--- src/rtl/reg_write_arbiter.sv ---
// Round-robin write arbiter in front of one shared enable-gated register.
// Optional requester locking is built when REG_WRITE_ARB_LOCK_EN is defined.
//
// Ports:
//   clk, rst  clock and synchronous active-high reset
//   req       per-requester write request
//   wdata     flattened write data, requester i at [i*DATA_WIDTH +: DATA_WIDTH]
//   lock      per-requester lock request (used only when the lock feature is built)
//   ack       registered one-hot write acknowledge
//   grant_id  registered index of the most recent winner
//   reg_q     shared register contents
//   busy      registered, high after an edge that performed a write
module reg_write_arbiter #(
    parameter int DATA_WIDTH = 32,
    parameter int NUM_REQ    = 4,
    parameter int ID_WIDTH   = 2
) (
    input  logic                          clk,
    input  logic                          rst,
    input  logic [NUM_REQ-1:0]            req,
    input  logic [NUM_REQ*DATA_WIDTH-1:0] wdata,
    input  logic [NUM_REQ-1:0]            lock,
    output logic [NUM_REQ-1:0]            ack,
    output logic [ID_WIDTH-1:0]           grant_id,
    output logic [DATA_WIDTH-1:0]         reg_q,
    output logic                          busy
);

    logic [DATA_WIDTH-1:0] wd [NUM_REQ];

    for (genvar i = 0; i < NUM_REQ; i++) begin : g_wd
        assign wd[i] = wdata[i*DATA_WIDTH +: DATA_WIDTH];
    end

    logic [NUM_REQ-1:0]  elig;
    logic                found;
    logic [ID_WIDTH-1:0] win;
    logic [ID_WIDTH-1:0] ptr;
    logic [ID_WIDTH-1:0] nxt_ptr;
    logic [ID_WIDTH:0]   sum;
    logic [ID_WIDTH-1:0] idx;

`ifdef REG_WRITE_ARB_LOCK_EN
    typedef enum logic {
        IDLE,
        LOCKED
    } state_t;

    state_t              state;
    logic [ID_WIDTH-1:0] lock_id;
    logic                hold;

    // Dropping lock[lock_id] releases the lock on the same edge, so the
    // round-robin search already applies at the unlocking edge.
    assign hold = (state == LOCKED) && lock[lock_id];
    assign elig = hold ? (req & ~ack & (NUM_REQ'(1) << lock_id))
                       : (req & ~ack);
`else
    logic unused_lock;

    assign unused_lock = ^lock;
    assign elig        = req & ~ack;
`endif

    // Rotating priority search: first eligible index at or after ptr,
    // wrapping at NUM_REQ rather than at 2^ID_WIDTH.
    always_comb begin
        found = 1'b0;
        win   = '0;
        sum   = '0;
        idx   = '0;
        for (int k = 0; k < NUM_REQ; k++) begin
            sum = {1'b0, ptr} + (ID_WIDTH+1)'(k);
            if (sum >= (ID_WIDTH+1)'(NUM_REQ)) begin
                sum = sum - (ID_WIDTH+1)'(NUM_REQ);
            end
            idx = sum[ID_WIDTH-1:0];
            if (!found && elig[idx]) begin
                found = 1'b1;
                win   = idx;
            end
        end
    end

    assign nxt_ptr = (win == ID_WIDTH'(NUM_REQ-1)) ? '0 : win + 1'b1;

    always_ff @(posedge clk) begin
        if (rst) begin
            ack      <= '0;
            grant_id <= '0;
            reg_q    <= '0;
            busy     <= 1'b0;
            ptr      <= '0;
`ifdef REG_WRITE_ARB_LOCK_EN
            state    <= IDLE;
            lock_id  <= '0;
`endif
        end else if (found) begin
            reg_q    <= wd[win];
            ack      <= NUM_REQ'(1) << win;
            grant_id <= win;
            busy     <= 1'b1;
`ifdef REG_WRITE_ARB_LOCK_EN
            if (!hold) begin
                ptr <= nxt_ptr;
            end
            if (lock[win]) begin
                state   <= LOCKED;
                lock_id <= win;
            end else begin
                state   <= IDLE;
            end
`else
            ptr      <= nxt_ptr;
`endif
        end else begin
            ack  <= '0;
            busy <= 1'b0;
`ifdef REG_WRITE_ARB_LOCK_EN
            if (!hold) begin
                state <= IDLE;
            end
`endif
        end
    end

endmodule

--- config.mk ---
export PLATFORM = sky130hd
export DESIGN_NAME = reg_write_arbiter
export DESIGN_NICKNAME = d
export VERILOG_FILES = /design/src/rtl/reg_write_arbiter.sv
export SDC_FILE = /design/constraint.sdc
export NUM_CORES = 1
export LEC_CHECK = 0
export ABC_AREA = 1
export CORE_ASPECT_RATIO = 2
export CORE_MARGIN = 2
export CORE_UTILIZATION = 39
export CTS_BUF_LIST = sky130_fd_sc_hd__clkbuf_4 sky130_fd_sc_hd__clkbuf_8
export CTS_CLUSTER_DIAMETER = 40
export DETAILED_ROUTE_END_ITERATION = 6
export GPL_TIMING_DRIVEN = 0
export PLACE_DENSITY = 0.83
export SLEW_MARGIN = 15
export SYNTH_ARGS = -nofsm -noshare
export SYNTH_HDL_FRONTEND = slang
export SYNTH_SLANG_ARGS = --single-unit
export TNS_END_PERCENT = 100
--- constraint.sdc ---
create_clock -name clk -period 2.3 [get_ports clk]
set_clock_uncertainty 0.2 [all_clocks]
set_input_delay 0.23 -clock clk [delete_from_list [all_inputs] [get_ports clk]]
set_output_delay 0.23 -clock clk [all_outputs]
set_load 0.01 [all_outputs]
==> qor.yml <==
placed_design:
  globalplace.congestion: 0.996
  placed_area_um2: 4730
  port-buffer-count: 171
  placed_cells: 750
  dp_hpwl_mm: 9.45
floorplan:
  core_area_um2: 7210
  die_y_um: 126
  ioPinCount: 177
  start_util_pct: 40.2
  die_w_um: 65.0
  fp-row-count: 44
  dieArea_um2: 8180
timing:
  slew_viol_final: 0
  setup_ws_ps: -26.3
  rsz0062_at_grt: "yes"
  max_freq_mhz: 430
  worst_pin_slew_ps: 468
  post-route-period-util_pct: 101
  setup_viol: 3
  whs_ps: 140
  hold_violations: 0
  setup_tns_ps: -37.5
  slew_headroom_pct: 68.8
  min_period_ps: 2330
critical_path:
  end_kind: "register"
  worstSetupPathType: "register to register"
  startpoint_type: "register"
  required_ps: 2270
  cp_max_fo: 10
  crit_arrival_ps: 2300
synthesis:
  synth_seq_cells: 41
  syn-num-nets: 625
  synth_cell_types: 28
  yosysWarnings: 0
  ys_seq_area_share_pct: 28.3
  post_synth.cell_area_avg_um2: 5.96
  synth_cells: 487
  netlist_area_um2: 2900
run_status:
  outcome: "complete, but fails checks"
  violations: "setup timing"
clocking:
  cts_hold_buf: 0
  cts_made_buffers: 5
  htree_num_levels: 2
  cts_root_buffer: "clkbuf_8"
  clkTransAtPathRegs_ps: 90
  cts_tree: "done"
  clock_path_buffers: 2
  cts.sinks: 41
  clock_latency_ps: 300
global_routing:
  antenna_found_initial: 0
  grt_max_degree: 13
  use_met1_pct: 28.4
  first_global_vias: 4018
  grt-ovfl-total: 0
  gr-usage-all-layers_pct: 29.4
  top_usage_layer: "met2"
  grt_use_met2_pct: 52.9
  grt_first_pass_wirelength_mm: 18.6
  met3_usage_pct: 4.55
power:
  powerDensity_nw_per_um2: 1580
  combPwrFrac_pct: 79.4
  sw_frac_of_total_pct: 51.5
  intPower_uw: 4000
  vdd_ir_drop_max_uv: 1060
  switchingPower_uw: 4250
  leakagePower_uw: 0.00243
  power_frac_seq_pct: 14.3
  clkPwrFrac_pct: 6.3
layout:
  area_growth_pct: 80.2
  drive_gt1_share_pct: 14.8
  nets: 821
  multi_input_area_um2: 1900
  fillers: 597
  antenna_cells: 0
  finalInstanceArea_um2: 5230
  layout.area.seq_um2: 822
  finalNonFillerCells: 776
route:
  postRouteAntennaNets: 0
  drc: 0
  drt_iter0_drc: 227
  route.detailed.wl_per_inst_um: 16.7
  routed_wl_mm: 13.0
  viasPerCell: 5.28
  drtPass1Iterations: 5
  vias: 4098
worst_hold_path:
  min_path_type: "input port to register"
flow_run:
  maxCapViolations: 0
registers in the layout, summed over array words and instances, names as in the netlist:
register,count
ack,4
busy,1
reg_q,32
grant_id,2
ptr,2
Yosys cell counts:
cell type / n / area (um2)
a211oi_1: 1 / 7.51
a21oi_1: 6 / 30.0
a21oi_2: 1 / 8.76
a31oi_1: 1 / 6.26
buf_1: 4 / 15.0
buf_2: 7 / 35.0
buf_4: 7 / 52.6
buf_6: 4 / 45.0
clkbuf_1: 10 / 37.5
dfxtp_1: 41 / 821
inv_1: 37 / 139
inv_2: 3 / 11.3
inv_4: 2 / 12.5
nand2_1: 148 / 556
nand2_2: 1 / 6.26
nand2_4: 3 / 33.8
nand3_1: 75 / 375
nand3_2: 4 / 40.0
nand3_4: 1 / 17.5
nand3b_1: 16 / 120
nand4_1: 10 / 62.6
nand4_2: 1 / 12.5
nor2_1: 64 / 240
nor2_2: 2 / 12.5
nor2_4: 2 / 22.5
nor3_1: 6 / 30.0
o21ai_0: 29 / 145
o21ai_1: 1 / 5.00
routing by layer:
metal	up-vias	share of wire, %
li1	1958	-
met1	1854	33
met2	214	53
met3	72	5.4
met4	0	8.8
met5	-	0
worst max-delay path: stages (launching register included):
cell	delay, ps
dfxtp_2	340
buf_8	140
clkinv_8	70
nand2_2	50
nand2_2	110
nand3_2	110
nand2_4	130
nand3_1	160
nor2_4	200
inv_2	120
clkbuf_1	210
o21ai_0	270
a21oi_1	90
layout by cell type (no fill, tap or decap), types with 2 or more instances in the layout:
| cell type | count |
|---|---|
| nand2_4 | 4 |
| nand4_1 | 10 |
| nor2_1 | 61 |
| nand3_4 | 6 |
| nand2_2 | 12 |
| inv_2 | 2 |
| clkbuf_8 | 7 |
| nor2_2 | 3 |
| o21ai_0 | 28 |
| nor3_1 | 5 |
| clkdlybuf4s50_1 | 171 |
| nor2_4 | 4 |
| inv_1 | 37 |
| nand3_1 | 63 |
| clkbuf_2 | 3 |
| nand2_1 | 136 |
| clkbuf_1 | 7 |
| nand3b_1 | 16 |
| buf_4 | 23 |
| buf_6 | 9 |
| nand3_2 | 11 |
| buf_12 | 2 |
| buf_2 | 4 |
| dfxtp_1 | 40 |
| a21oi_1 | 6 |
final timing paths:
kind / startpoint / endpoint / slack [ps] / cells past startpoint
max: ptr[0] / reg_q[25] / -30 / 12
min: rst / grant_id[1] / 140 / 2
max reg2reg: ptr[0] / reg_q[25] / -30 / 12
min reg2reg: reg_q[17] / reg_q[17] / 330 / 2
through the flow:
step	worst slack (ps)	utilization, %	power [uW]
finish	-26.3	72.4	8240
global route	-142	72.4	8870
CTS	6.46	67.8	7320
detailed placement	-358	65.5	6610
global placement	-277	65.5	6470
floorplan	309	-	4730
final cells by class:
cell class	count	area share, %
Tap cell	92	2.20
Clock buffer	7	1.84
Inverter	42	3.40
Buffer	32	4.72
Timing Repair Buffer	189	35.7
Sequential cell	41	15.7
Clock inverter	1	0.0958
Multi-Input combinational cell	372	36.4
repair_timing:
item / CTS / global route
gates resized for setup: 7 / 74
pin swaps: 1 / 15
setup buffers: 5 / 10
cloned: 0 / 3
setup endpoints to repair: 30 / 35
logic make-up (layout without fill, tap and decap cells):
group           count (synthesis)  after routing  share of synthesized area, %
simple gates                  333            333                          52.7
buf+inv                        74            271                          12.0
flops                          41             41                          28.3
compound gates                 39             39                          6.99
power groups by stage:
stage               clock, uW  combinational [uW]  sequential (uW)
global placement            0                5300             1160
finish                    523                6540             1180
detailed placement          0                5440             1170
floorplan                   0                3460             1270
CTS                       523                5640             1160
global route              557                7110             1200
Power figures use the tool's default switching activity.
